**src/rtl/mux4_rr_scheduler_pkg.sv**
```systemverilog
// Shared definitions for the 4-requester round-robin mux scheduler.
// Holds the FSM state encoding, the default burst length and a small
// one-hot helper used by the scheduler when decoding a select index.
package mux4_rr_scheduler_pkg;

  // Scheduler FSM: IDLE = no grant outstanding, GRANT = a burst is active.
  typedef enum logic {
    ST_IDLE  = 1'b0,
    ST_GRANT = 1'b1
  } state_t;

  // Default maximum burst length (cycles a requester may hold the grant).
  localparam int HOLD_CYCLES_DEFAULT = 4;

  // Decode a 2-bit requester index into a 4-bit one-hot grant vector.
  function automatic logic [3:0] onehot4(input logic [1:0] idx);
    onehot4 = 4'b0001 << idx;
  endfunction

endpackage

```
**src/rtl/multiplexer4to1.sv**
```systemverilog
// Existing single-bit 4:1 multiplexer on the shared data path.
// Ports:
//   out : selected data bit, i[s]
//   i   : four candidate data bits
//   s   : 2-bit select index
module multiplexer4to1 (
  output logic       out,
  input  logic [3:0] i,
  input  logic [1:0] s
);

  assign out = i[s];

endmodule

```
**src/rtl/mux4_rr_scheduler.sv**
```systemverilog
// Round-robin scheduler sharing one 4:1 single-bit mux among four
// requesters. Each grant is held for at most HOLD_CYCLES cycles, then the
// next active requester (searching upward from the last one served) takes
// over at the same edge, so back-to-back bursts have no idle bubble.
// Ports:
//   clk   : clock, all state updates on the rising edge
//   rst   : synchronous active-high reset
//   req   : per-requester request lines
//   i     : per-requester data bits
//   gnt   : registered one-hot grant, zero when idle
//   s     : registered mux select (index of granted requester)
//   out   : valid & i[s], combinational from i
//   valid : high while a grant is active
module mux4_rr_scheduler
  import mux4_rr_scheduler_pkg::*;
#(
  parameter int HOLD_CYCLES = HOLD_CYCLES_DEFAULT
) (
  input  logic       clk,
  input  logic       rst,
  input  logic [3:0] req,
  input  logic [3:0] i,
  output logic [3:0] gnt,
  output logic [1:0] s,
  output logic       out,
  output logic       valid
);

  localparam int CNT_W = (HOLD_CYCLES > 1) ? $clog2(HOLD_CYCLES) : 1;
  localparam logic [CNT_W-1:0] CNT_MAX = CNT_W'(HOLD_CYCLES - 1);

  state_t           state_reg, state_next;
  logic [3:0]       gnt_reg, gnt_next;
  logic [1:0]       s_reg, s_next;
  logic [1:0]       last_reg, last_next;
  logic [CNT_W-1:0] cnt_reg, cnt_next;
  logic [1:0]       pick;
  logic             mux_out;

  // First requester found searching last+1, last+2, last+3, last (mod 4).
  // Walking the offsets from 4 down to 1 lets the nearest hit win, so the
  // last-served requester is only chosen when it is the sole requester.
  function automatic logic [1:0] rr_pick(input logic [3:0] r, input logic [1:0] last);
    logic [1:0] idx;
    rr_pick = last;
    for (int k = 4; k >= 1; k--) begin
      idx = last + 2'(k);
      if (r[idx]) rr_pick = idx;
    end
  endfunction

  assign pick = rr_pick(req, last_reg);

  always_ff @(posedge clk) begin
    if (rst) begin
      state_reg <= ST_IDLE;
      gnt_reg   <= 4'b0000;
      s_reg     <= 2'd0;
      last_reg  <= 2'd3;
      cnt_reg   <= '0;
    end else begin
      state_reg <= state_next;
      gnt_reg   <= gnt_next;
      s_reg     <= s_next;
      last_reg  <= last_next;
      cnt_reg   <= cnt_next;
    end
  end

  always_comb begin
    state_next = state_reg;
    gnt_next   = gnt_reg;
    s_next     = s_reg;
    last_next  = last_reg;
    cnt_next   = cnt_reg;
    case (state_reg)
      ST_IDLE: begin
        if (|req) begin
          state_next = ST_GRANT;
          gnt_next   = onehot4(pick);
          s_next     = pick;
          last_next  = pick;
          cnt_next   = '0;
        end
      end
      ST_GRANT: begin
        if (req[s_reg] && (cnt_reg < CNT_MAX)) begin
          cnt_next = cnt_reg + CNT_W'(1);
        end else if (|req) begin
          // Burst over with other work pending: hand over at this edge.
          gnt_next  = onehot4(pick);
          s_next    = pick;
          last_next = pick;
          cnt_next  = '0;
        end else begin
          // Nobody waiting: drop the grant, keep s steady while idle.
          state_next = ST_IDLE;
          gnt_next   = 4'b0000;
          cnt_next   = '0;
        end
      end
      default: begin
        state_next = ST_IDLE;
        gnt_next   = 4'b0000;
        cnt_next   = '0;
      end
    endcase
  end

  multiplexer4to1 u_mux (
    .out (mux_out),
    .i   (i),
    .s   (s_reg)
  );

  assign gnt   = gnt_reg;
  assign s     = s_reg;
  assign valid = |gnt_reg;
  assign out   = valid & mux_out;

  a_gnt_onehot0 : assert property (@(posedge clk) disable iff (rst) $onehot0(gnt_reg));
  a_gnt_matches_s : assert property (@(posedge clk) disable iff (rst)
                                     (|gnt_reg) |-> (gnt_reg == onehot4(s_reg)));
  a_cnt_bound : assert property (@(posedge clk) disable iff (rst) cnt_reg <= CNT_MAX);

endmodule

```
**config.mk**
```make
export PLATFORM = sky130hd
export DESIGN_NAME = mux4_rr_scheduler
export DESIGN_NICKNAME = d
export VERILOG_FILES = /design/src/rtl/mux4_rr_scheduler_pkg.sv /design/src/rtl/multiplexer4to1.sv /design/src/rtl/mux4_rr_scheduler.sv
export SDC_FILE = /design/constraint.sdc
export NUM_CORES = 1
export LEC_CHECK = 0
export ABC_CLOCK_PERIOD_IN_PS = 2250
export BUFFER_PORTS_ARGS = -buffer_cell sky130_fd_sc_hd__buf_2
export CORE_MARGIN = 5
export CORE_UTILIZATION = 38
export DETAILED_ROUTE_END_ITERATION = 16
export PLACE_DENSITY = 0.65
export SYNTH_ARGS = -nofsm -noshare
export SYNTH_HDL_FRONTEND = slang
export SYNTH_SLANG_ARGS = --single-unit
```
**constraint.sdc**
```tcl
create_clock -name clk -period 2.25 [get_ports clk]
set_clock_uncertainty 0.1 [all_clocks]
set_input_delay 0.3375 -clock clk [delete_from_list [all_inputs] [get_ports clk]]
set_output_delay 0.3375 -clock clk [all_outputs]
set_load 0.01 [all_outputs]
```
==> results.json <==
{
  "path_clk_slew_ns": 0.07,
  "wl_met2_um": 598,
  "num_antenna_cells": 0,
  "hp-class": "in2reg",
  "post_drt_wl_per_cell_um": 13.2,
  "gr-usage-all-layers_pct": 11.4,
  "finalCritPeriodShare_pct": 87.9,
  "post_cts_resized": 0,
  "ys_ff_latch": 11,
  "postCtsSetupBuffers": 0,
  "largest_reg_flops": 4,
  "syn_to_final_growth_pct": 22.1,
  "wl_met3_um": 69,
  "clockBufferDepth": 2,
  "place_area_um2": 679,
  "final_common_cell": "buf_2",
  "fin_tns_setup_ns": 0,
  "hold_viol": 0,
  "clk_latency_ns": 0.26,
  "slew-limit-headroom_pct": 74.1,
  "cts-htree-levels": 1,
  "cts_tree": "yes",
  "async_flop_share_pct": 0,
  "clkSinkCount": 11,
  "path_delay_family": "multiplexers",
  "worstSetupEndpointType": "output port",
  "fin_util_pct": 48.0,
  "synth_edf_count": 0,
  "num_vias": 531,
  "synth.distinct_cells": 29,
  "dieWidth_um": 49,
  "yosysWarnings": 0,
  "first_pass_iters": 2,
  "syn_nets": 71,
  "drive_gt1_share_pct": 32.5,
  "fin_area_um2": 706,
  "antenna_left": 0,
  "cts_buffers": 3,
  "worstPathArrival_ns": 1.54,
  "final_cell_mix": "buf_2, dfxtp_1, nor2_1",
  "postCtsHoldBufs": 0,
  "synth_seq_area_share_pct": 38.1,
  "grt_max_degree": 10,
  "syn_area_per_cell_um2": 9.63,
  "place.gp.congestion": 0.758,
  "regArea_um2": 220,
  "die_area_um2": 2400,
  "p_per_area_nw_per_um2": 807,
  "die_h_um": 49,
  "finalSetupViolations": 0,
  "pin_count": 18,
  "coreArea_um2": 1470,
  "fill_cells": 149,
  "fin_crit_ns": 1.98,
  "cts.root.buffer_cell": "clkbuf_4",
  "drc": 0,
  "ir_worst_vdd_v": 0.000384,
  "via_per_inst": 5.53,
  "dp_slack_ns": 0.523,
  "slowest_delay_ns": 0.53,
  "grt_pass1_wl_mm": 2.26,
  "critPathRequiredTime_ns": 1.81,
  "holdWs_ns": 0.258,
  "worstMarginPinSlew_ns": 0.386,
  "core.rowCount": 14,
  "grt_pass1_vias": 506,
  "drt-initial-drc-count": 4,
  "critical_path_class": "reg2out",
  "multiInputGateArea_um2": 354,
  "rsz0062_at_grt": "false",
  "dpl.hpwl_mm": 1.01,
  "initial_core_util_pct": 39.3,
  "synth.cell_area_um2": 578,
  "status": "finished clean",
  "setup_slack_ns": 0.273,
  "fmax_ghz": 0.506,
  "worst_setup_path_start_kind": "flop",
  "final_nets": 92,
  "grt_overflow": 0,
  "cellLeakagePower_nw": 0.297,
  "ys.flop_type": "dfxtp_1",
  "drv_cap": 0,
  "crit_fanout": 5,
  "worstPathCellList": "mux4_2 -> and2_1 -> buf_2",
  "highest_layer": "met3",
  "port_buffers": 17,
  "maxSlewViolCount": 0,
  "path_buf_inv": 1,
  "syn_inst": 60,
  "antenna_found_initial": 0,
  "routed_wl_mm": 1.27,
  "m1WireLength_um": 597,
  "cp_slowest_cell": "mux4_2"
}
final timing paths:
path / cells past startpoint / from / slack (ns) / end
setup reg to reg: 5 / cnt_reg[0] / 0.51 / gnt[3]
hold / removal: 2 / rst / 0.26 / state_reg
hold reg to reg: 1 / gnt[1] / 0.38 / gnt[1]
setup / recovery: 3 / s[0] / 0.27 / out
layer usage:
| metal | up-vias | track usage (%) |
|---|---|---|
| met3 | 0 | 3.06 |
| li1 | 272 | - |
| met2 | 10 | 19.3 |
| met4 | 0 | 4.04 |
| met5 | - | 0 |
| met1 | 249 | 13.7 |
Yosys cell counts (2+ instances only):
| cell type | n | share of area [%] |
|---|---|---|
| dfxtp_1 | 11 | 38 |
| nor2_1 | 6 | 3.9 |
| a32o_1 | 4 | 6.9 |
| nor2b_1 | 4 | 4.3 |
| o21ai_0 | 4 | 3.5 |
| nor3_1 | 3 | 2.6 |
| a21oi_1 | 2 | 1.7 |
| mux2i_1 | 2 | 3.5 |
| nand2b_1 | 2 | 2.2 |
| nor2_2 | 2 | 2.2 |
| o21a_1 | 2 | 2.6 |
power breakdown:
group / switching [W] / total, W / internal, W
combinational: 0.0000954 / 0.000184 / 0.0000889
sequential: 0.0000287 / 0.000252 / 0.000223
clock: 0.0000648 / 0.000133 / 0.0000684
through the flow:
step	std cells	power [W]
2_1_floorplan	60	0.000378
3_3_place_gp	92	0.000440
3_5_place_dp	92	0.000443
4_1_cts	96	0.000577
5_1_grt	96	0.000611
6_report	96	0.000570
kinds of logic (layout without fill, tap and decap cells):
logic type / count (synthesis) / in the layout / share of synthesized area [%]
buf+inv: 1 / 21 / 0.649
flops: 11 / 11 / 38.1
simple gates: 25 / 25 / 25.8
fa+ha+maj: 1 / 1 / 2.16
mux: 3 / 3 / 7.36
compound gates: 19 / 19 / 26.0
layout make-up:
type	instances	area share, %
multi-input combinational	48	50.2
tap	16	2.84
sequential	11	31.2
timing repair buffer	17	12.1
clock buffer	4	3.72
Note: power is estimated with default switching activity, not from simulation.
